## src/rtl/cmd_dispatcher.sv

```systemverilog
// Command dispatcher: pulls fixed-length records from a FWFT FIFO, launches the compute
// engine once per record and counts completions, with NOP skip, illegal-op and watchdog errors.
module cmd_dispatcher #(
    parameter int unsigned       WORD_W     = 32,
    parameter int unsigned       CMD_WORDS  = 8,
    parameter int unsigned       CNT_W      = 7,
    parameter int unsigned       WDOG_W     = 16,
    parameter logic [WDOG_W-1:0] WDOG_LIMIT = 16'hFFFF
) (
    input  logic                        clk,
    input  logic                        rst,
    input  logic                        op_en,
    input  logic                        abort,
    input  logic                        irq_ack,
    input  logic                        valid,
    output logic                        rd_en,
    input  logic [WORD_W-1:0]           cmd,
    input  logic [CNT_W-1:0]            cmd_size,
    output logic [CMD_WORDS*WORD_W-1:0] cmd_rec,
    output logic [2:0]                  op_type,
    output logic                        engine_valid,
    input  logic                        engine_ready,
    output logic                        engine_reset,
    output logic [CNT_W-1:0]            done_cnt,
    output logic [2:0]                  curr_state,
    output logic                        irq,
    output logic                        err,
    output logic [1:0]                  err_code
);

    localparam int unsigned     REC_W    = CMD_WORDS * WORD_W;
    localparam int unsigned     IDX_W    = (CMD_WORDS > 1) ? $clog2(CMD_WORDS) : 1;
    localparam logic [IDX_W-1:0] IDX_LAST = IDX_W'(CMD_WORDS - 1);

    localparam logic [1:0] ERR_NONE    = 2'b00;
    localparam logic [1:0] ERR_ILLEGAL = 2'b01;
    localparam logic [1:0] ERR_WDOG    = 2'b10;

    typedef enum logic [2:0] {
        ST_IDLE  = 3'b000,
        ST_FETCH = 3'b001,
        ST_ISSUE = 3'b010,
        ST_RUN   = 3'b011,
        ST_DONE  = 3'b100,
        ST_ERROR = 3'b101
    } state_e;

    function automatic logic op_is_engine(input logic [2:0] op);
        case (op)
            3'b001, 3'b100, 3'b101: op_is_engine = 1'b1;
            default:                op_is_engine = 1'b0;
        endcase
    endfunction

    state_e            state_q, state_d;
    logic [IDX_W-1:0]  idx_q, idx_d;
    logic [REC_W-1:0]  rec_q, rec_d;
    logic [CNT_W-1:0]  done_q, done_d;
    logic [WDOG_W-1:0] wdog_q, wdog_d;
    logic              ev_q, ev_d;
    logic              er_q, er_d;
    logic              irq_q, irq_d;
    logic              err_q, err_d;
    logic [1:0]        code_q, code_d;

    logic [CNT_W-1:0]  done_inc_s;
    logic              last_rec_s;
    logic [WDOG_W-1:0] wdog_inc_s;
    logic              wdog_hit_s;
    logic [2:0]        op_s;

    assign done_inc_s = done_q + CNT_W'(1);
    assign last_rec_s = (done_inc_s == cmd_size);
    assign wdog_inc_s = wdog_q + WDOG_W'(1);
    // A zero limit disables the timeout entirely.
    assign wdog_hit_s = (WDOG_LIMIT != {WDOG_W{1'b0}}) && (wdog_inc_s == WDOG_LIMIT);
    assign op_s       = rec_q[2:0];

    // Next-state and register-update logic for the dispatcher FSM
    always_comb begin
        state_d = state_q;
        idx_d   = idx_q;
        rec_d   = rec_q;
        done_d  = done_q;
        wdog_d  = wdog_q;
        ev_d    = ev_q;
        er_d    = er_q;
        irq_d   = irq_q;
        err_d   = err_q;
        code_d  = code_q;

        if (abort && (state_q != ST_IDLE)) begin
            state_d = ST_IDLE;
            idx_d   = {IDX_W{1'b0}};
            wdog_d  = {WDOG_W{1'b0}};
            ev_d    = 1'b0;
            er_d    = 1'b1;
            irq_d   = 1'b0;
            err_d   = 1'b0;
            code_d  = ERR_NONE;
        end else begin
            case (state_q)
                ST_IDLE: begin
                    er_d = 1'b1;
                    if (op_en) begin
                        done_d = {CNT_W{1'b0}};
                        idx_d  = {IDX_W{1'b0}};
                        if (cmd_size != {CNT_W{1'b0}}) begin
                            state_d = ST_FETCH;
                        end else begin
                            state_d = ST_DONE;
                            irq_d   = 1'b1;
                        end
                    end else begin
                        state_d = ST_IDLE;
                    end
                end
                ST_FETCH: begin
                    if (valid) begin
                        rec_d[idx_q*WORD_W +: WORD_W] = cmd;
                        if (idx_q == IDX_LAST) begin
                            idx_d   = {IDX_W{1'b0}};
                            state_d = ST_ISSUE;
                        end else begin
                            idx_d = idx_q + IDX_W'(1);
                        end
                    end else begin
                        idx_d = idx_q;
                    end
                end
                ST_ISSUE: begin
                    if (op_is_engine(op_s)) begin
                        ev_d    = 1'b1;
                        er_d    = 1'b0;
                        wdog_d  = {WDOG_W{1'b0}};
                        state_d = ST_RUN;
                    end else if (op_s == 3'b000) begin
                        done_d = done_inc_s;
                        if (last_rec_s) begin
                            state_d = ST_DONE;
                            irq_d   = 1'b1;
                        end else begin
                            state_d = ST_FETCH;
                        end
                    end else begin
                        err_d   = 1'b1;
                        code_d  = ERR_ILLEGAL;
                        irq_d   = 1'b1;
                        state_d = ST_ERROR;
                    end
                end
                ST_RUN: begin
                    // Completion takes precedence over a timeout in the same cycle.
                    if (engine_ready) begin
                        ev_d   = 1'b0;
                        er_d   = 1'b1;
                        wdog_d = {WDOG_W{1'b0}};
                        done_d = done_inc_s;
                        if (last_rec_s) begin
                            state_d = ST_DONE;
                            irq_d   = 1'b1;
                        end else begin
                            state_d = ST_FETCH;
                        end
                    end else if (wdog_hit_s) begin
                        ev_d    = 1'b0;
                        er_d    = 1'b1;
                        wdog_d  = {WDOG_W{1'b0}};
                        err_d   = 1'b1;
                        code_d  = ERR_WDOG;
                        irq_d   = 1'b1;
                        state_d = ST_ERROR;
                    end else begin
                        wdog_d = wdog_inc_s;
                    end
                end
                ST_DONE: begin
                    if (irq_ack) begin
                        irq_d   = 1'b0;
                        state_d = ST_IDLE;
                    end else begin
                        irq_d = 1'b1;
                    end
                end
                ST_ERROR: begin
                    if (irq_ack) begin
                        irq_d   = 1'b0;
                        err_d   = 1'b0;
                        code_d  = ERR_NONE;
                        state_d = ST_IDLE;
                    end else begin
                        irq_d = 1'b1;
                    end
                end
                default: begin
                    state_d = ST_IDLE;
                    idx_d   = {IDX_W{1'b0}};
                    ev_d    = 1'b0;
                    er_d    = 1'b1;
                    irq_d   = 1'b0;
                    err_d   = 1'b0;
                    code_d  = ERR_NONE;
                end
            endcase
        end
    end

    // State and datapath registers with asynchronous reset
    always_ff @(posedge clk or posedge rst) begin
        if (rst) begin
            state_q <= ST_IDLE;
            idx_q   <= {IDX_W{1'b0}};
            rec_q   <= {REC_W{1'b0}};
            done_q  <= {CNT_W{1'b0}};
            wdog_q  <= {WDOG_W{1'b0}};
            ev_q    <= 1'b0;
            er_q    <= 1'b1;
            irq_q   <= 1'b0;
            err_q   <= 1'b0;
            code_q  <= ERR_NONE;
        end else begin
            state_q <= state_d;
            idx_q   <= idx_d;
            rec_q   <= rec_d;
            done_q  <= done_d;
            wdog_q  <= wdog_d;
            ev_q    <= ev_d;
            er_q    <= er_d;
            irq_q   <= irq_d;
            err_q   <= err_d;
            code_q  <= code_d;
        end
    end

    assign rd_en        = (state_q == ST_FETCH);
    assign cmd_rec      = rec_q;
    assign op_type      = op_s;
    assign engine_valid = ev_q;
    assign engine_reset = er_q;
    assign done_cnt     = done_q;
    assign curr_state   = state_q;
    assign irq          = irq_q;
    assign err          = err_q;
    assign err_code     = code_q;

endmodule

```

## config.mk

```make
export PLATFORM = sky130hd
export DESIGN_NAME = cmd_dispatcher
export DESIGN_NICKNAME = d
export VERILOG_FILES = /design/src/rtl/cmd_dispatcher.sv
export SDC_FILE = /design/constraint.sdc
export NUM_CORES = 1
export LEC_CHECK = 0
export BUFFER_PORTS_ARGS = -buffer_cell sky130_fd_sc_hd__buf_2
export CORE_MARGIN = 2
export CORE_UTILIZATION = 40
export CTS_CLUSTER_DIAMETER = 50
export CTS_CLUSTER_SIZE = 25
export DETAILED_ROUTE_END_ITERATION = 7
export GPL_ROUTABILITY_DRIVEN = 1
export PLACE_DENSITY = 0.72
export SLEW_MARGIN = 10
export SYNTH_ARGS = -nofsm -noshare
export SYNTH_HDL_FRONTEND = slang
export SYNTH_SLANG_ARGS = --single-unit
```

## constraint.sdc

```tcl
create_clock -name clk -period 11.3 [get_ports clk]
set_clock_uncertainty 0.15 [all_clocks]
set_input_delay 2.26 -clock clk [delete_from_list [all_inputs] [get_ports clk]]
set_output_delay 2.26 -clock clk [all_outputs]
set_load 0.02 [all_outputs]
```

* Word level (Yosys, flattened, before mapping)
Cells that the tools add are included.
Storage, ports and cells: register bits 291, output and inout bits 276
Cells by class: add/subtract/negate cells 4, eq/ne operators 32, shift operators 2, mux-type cells 63, bitwise logic cells 1, reduce and logical (&&, ||, !) cells 22
Operator list (number):
- $bwmux 256 | 1
- $shift 32x34->256 const A | 1
- $shiftx 32x34->256 | 1
- $mux 16 | 4
- $mux 3 | 15
- $neg 8->34 | 1
- $pmux 16 s2 | 1
- $mux 7 | 4
- $mux 1 | 24
- $ne 3x3->1 const B | 8
- $pmux 7 s3 | 1
- $add 16x1->16 const B | 1
- $eq 16x16->1 const B | 1
- $eq 3x3->1 const B | 5
- $pmux 3 s5 | 1
- $mux 2 | 6
- $reduce_and 3->1 | 4
- $reduce_and 6->1 | 2
- $ne 2x1->1 const B | 5
- $pmux 3 s3 | 1
- $reduce_bool 3->1 | 3
- $reduce_or 3->1 | 3
- $ne 2x2->1 const B | 4
- $pmux 2 s4 | 1
- 20 further kinds | 26

* Logic depth before layout (Yosys ltp)
depth after elaboration 8, gate-level depth with buffers 9, depth with buffers taken out 8

* Worst setup path after synthesis
OpenSTA, ideal clock, no wires.
kind input-to-reg, start point in abort, end point reg rec_q[102], in the netlist cmd_rec[102], setup time 0.125 ns, arrival 3.758 ns, data required time 11.025 ns, path slack 7.267 ns, cell stages on the path 6, path buffers 1, cell sequence nor4b_2 -> nand2_1 -> nor3_2 -> nand3b_1 -> clkbuf_1 -> mux2_2
On the way: word-level cells in the longest chain between the ends 3
Ends and longest elaborated chain:
- start, declared | RTL line 13 | input logic abort,
- $logic_and 1x1->1 | RTL line 92 | if (abort && (state_q != ST_IDLE)) begin
- $not 1->1 (no source line)
- $reduce_and 3->1 (no source line)
- end signal, assigned | RTL line 213 | rec_q <= {REC_W{1'b0}};
- end signal, assigned | RTL line 224 | rec_q <= rec_d;
- end, declared | RTL line 57 | logic [REC_W-1:0] rec_q, rec_d;
Every way passes these cells. A chain may end at the register's enable or synchronous reset.

* Worst setup path after layout
start point in abort, end point reg rec_q[130], in the netlist cmd_rec[130]
The elaborated chain is that of the path after synthesis.

==> out/metrics.yaml <==
pwr:
  power.switching_w: 0.000848
  switching_share: 0.312
  sequentialPowerShare: 0.434
  p_int_w: 0.00187
  power_frac_comb: 0.194
  p_leak_nw: 7.71
  peakVddDrop_v: 0.000178
  power_density_nw_per_um2: 183
  p_clk_frac: 0.372
synth:
  synth.area.mux_share: 0.0862
  synth-adder-area-share: 0.00822
  ys_seq_area_frac: 0.614
  avgSynthCellArea_um2: 10.6
  synth_flop_cell: "dfrtp_1"
  synthesis.nets: 1176
  ys_types: 61
  yosys.area_share.simple: 0.152
  synth_top_family_by_area: "simple AND/OR/NAND/NOR gates"
  ys_seq_elements: 291
  synth_warnings: 0
  synth_xor_area_frac: 0.0125
  syn_area_um2: 11900
  synth-edff-count: 0
  synth.top_cell.area_share: 0.611
  synth_compound_area_frac: 0.0995
  yosysTopAreaCell: "dfrtp_1"
  synthCells: 1123
  synth_area_leaders: "dfrtp_1 (61%), nand2_1 (10%), mux2_2 (8.5%)"
  synthArstFlopShare: 1.00
critical_path:
  crit_path_end_kind: "register"
  slowest_delay_ns: 0.78
  path_class: "in2reg"
  cp_max_fo: 34
  crit_start: "abort"
  r2r_start: "curr_state[1]"
  cp-start-kind: "input port"
  cp.arrival_ns: 5.02
  cp_cell_sequence: "buf_2, nor4b_2, nand2_1, nor4_2, nand3b_1, buf_4, nand2_1, o21ai_0"
  critPathSlowestCell: "nand3b_1"
  critPathMostFrequentCell: "nand2_1"
  reg2reg_setup_slack_ns: 7.69
  required_ns: 11.56
floorplan:
  start_util: 0.404
  io_pins: 322
  die_h_um: 176
  fp.dieW_um: 176
  rows: 63
  die_area_um2: 31100
  placeableCoreArea_um2: 29400
drt:
  antenna_left: 0
  drt-met1-wl_um: 14100
  routed.top_layer: "met4"
  first_pass_iters: 5
  drt_iter0_markers: 589
  wirelength_um: 33900
  wl_met2_um: 16300
  via_count: 9358
  drcViolationCount: 0
  vias_per_cell: 5.11
  wl_met3_um: 2560
  wl_per_cell_um: 18.5
place:
  port_buffers: 321
  place_congestion: 0.849
  dp_hpwl_um: 23700
  place_area_um2: 13800
cts:
  insertion_delay_ns: 0.55
  root_buffer: "clkbuf_16"
  clk_pin_slew_ns: 0.07
  cts_setup_buffers: 0
  clockBufferDepth: 3
  cts_made_buffers: 28
  clkSinkCount: 291
  cts_max_level: 1
  tritoncts: "yes"
  cts_resized: 0
  holdBufCountCts: 0
cells_and_area:
  fillers: 2688
  final_nets: 1475
  syn_to_final_growth_pct: 25.0
  final_area_um2: 14800
  antenna_cells: 0
  drive_above_1_share: 0.340
timing:
  setup_viol: 0
  layout_min_cycle_time_ns: 4.75
  worst_pin_slew_ns: 1.07
  max_freq_mhz: 210
  final_max_slew_viol_count: 0
  grt_setup_unrepaired: "no"
  setup_tns_ns: 0
  finalCritPeriodShare: 0.421
  slew_headroom: 0.284
  hold_viol_final: 0
global_route:
  grt_max_degree: 181
  gr-total-overflow: 0
  grt_usage: 0.218
  antenna_found_initial: 0
  grt_pass1_vias: 9179
  grt_first_pass_wirelength_um: 52500
min_path:
  holdCritPathClass: "reg2reg"
  hp-start: "cmd_rec[65]"
job:
  drv_cap: 0
status:
  status: "finished clean"
## cells in the mapped netlist (3+ instances only)
cell	number
nor2b_1	4
and3_1	4
buf_4	3
o21ai_1	3
nand3b_1	5
nand2_1	315
nand3_1	27
a21o_1	3
ha_1	7
o21ai_0	159
buf_2	6
clkbuf_1	50
nor4_1	6
nor2_1	30
a22o_1	4
buf_1	3
a21oi_1	8
mux2_2	90
inv_1	18
a21boi_0	3
nor3_1	12
xnor2_1	15
dfrtp_1	290
a31oi_1	8
nand4_1	7
## cell type report
cell class / instances / area, um^2 / share of cell area
multi-input combinational: 751 / 4280 / 0.288
tap: 390 / 488 / 0.0329
sequential: 291 / 7280 / 0.491
timing repair buffer: 332 / 1700 / 0.115
inverter: 18 / 75.1 / 0.00506
clock buffer: 33 / 761 / 0.0513
clock inverter: 18 / 249 / 0.0168
## worst max-delay path: cells and delay by family
kind / cells / cell delay [ns]
AND/OR/NAND/NOR: 5 / 1.94
buffers and inverters: 2 / 0.71
AO/OA/AOI/OAI: 1 / 0.09
## kinds of logic (layout without fill, tap and decap cells)
kind of cell / count (synthesis) / count (layout)
AOI/OAI and AO/OA: 210 / 210
xor gates and xnor gates: 17 / 17
adders and majority gates: 8 / 8
buffers and inverters: 81 / 401
DFF: 291 / 291
muxes: 91 / 91
and+or+nand+nor: 425 / 425
## stage by stage
| step | power, W | utilization | instances | hold slack [ns] | setup slack, ns |
|---|---|---|---|---|---|
| 6_report | 0.00272 | 0.504 | 1833 | 0.322 | 6.55 |
| 5_1_grt | 0.00285 | 0.504 | 1833 | 0.333 | 6.18 |
| 4_1_cts | 0.00275 | 0.504 | 1833 | 0.325 | 6.59 |
| 3_5_place_dp | 0.00173 | 0.470 | 1782 | 0.308 | 6.00 |
| 3_3_place_gp | 0.00172 | 0.470 | 1782 | 0.302 | 6.07 |
| 2_1_floorplan | 0.00154 | - | 1123 | 0.320 | 0.858 |
## per-layer routing
metal / up-vias / track usage
met5: - / 0
met4: 0 / 0.0692
met3: 67 / 0.0525
met2: 338 / 0.358
met1: 4568 / 0.285
li1: 4385 / -
## flip-flops by register name, summed over array words and instances, names as in the netlist
signal and cells:
idx_q 3, wdog_q 16, curr_state 3, engine_valid 1, irq 1, cmd_rec 256
err 1, done_cnt 7, engine_reset 1, err_code 2
## final timing paths
path,endpoint,depth (start not counted)
setup / recovery,cmd_rec[130],8
hold / removal,cmd_rec[65],2
setup reg to reg,cmd_rec[130],7
hold reg to reg,cmd_rec[65],2
max in group asynchronous,cmd_rec[254],3
min in group asynchronous,cmd_rec[92],2
## power by group through the flow
| stage | logic (W) | clock network, W | registers [W] |
|---|---|---|---|
| floorplan | 0.000276 | 0 | 0.00127 |
| global placement | 0.000522 | 0 | 0.00119 |
| detailed placement | 0.000531 | 0 | 0.00120 |
| CTS | 0.000533 | 0.00104 | 0.00118 |
| global route | 0.000573 | 0.00108 | 0.00119 |
| finish | 0.000528 | 0.00101 | 0.00118 |
## cells in the final DEF (no fill, tap or decap), types with 15 or more instances in the layout
master / instances
nor2_1: 29
nand2_1: 314
mux2_2: 90
nand3_1: 25
xnor2_1: 15
clkbuf_16: 29
o21ai_0: 159
inv_1: 17
dfrtp_1: 290
buf_2: 321
(Power assumes the default switching activity.)
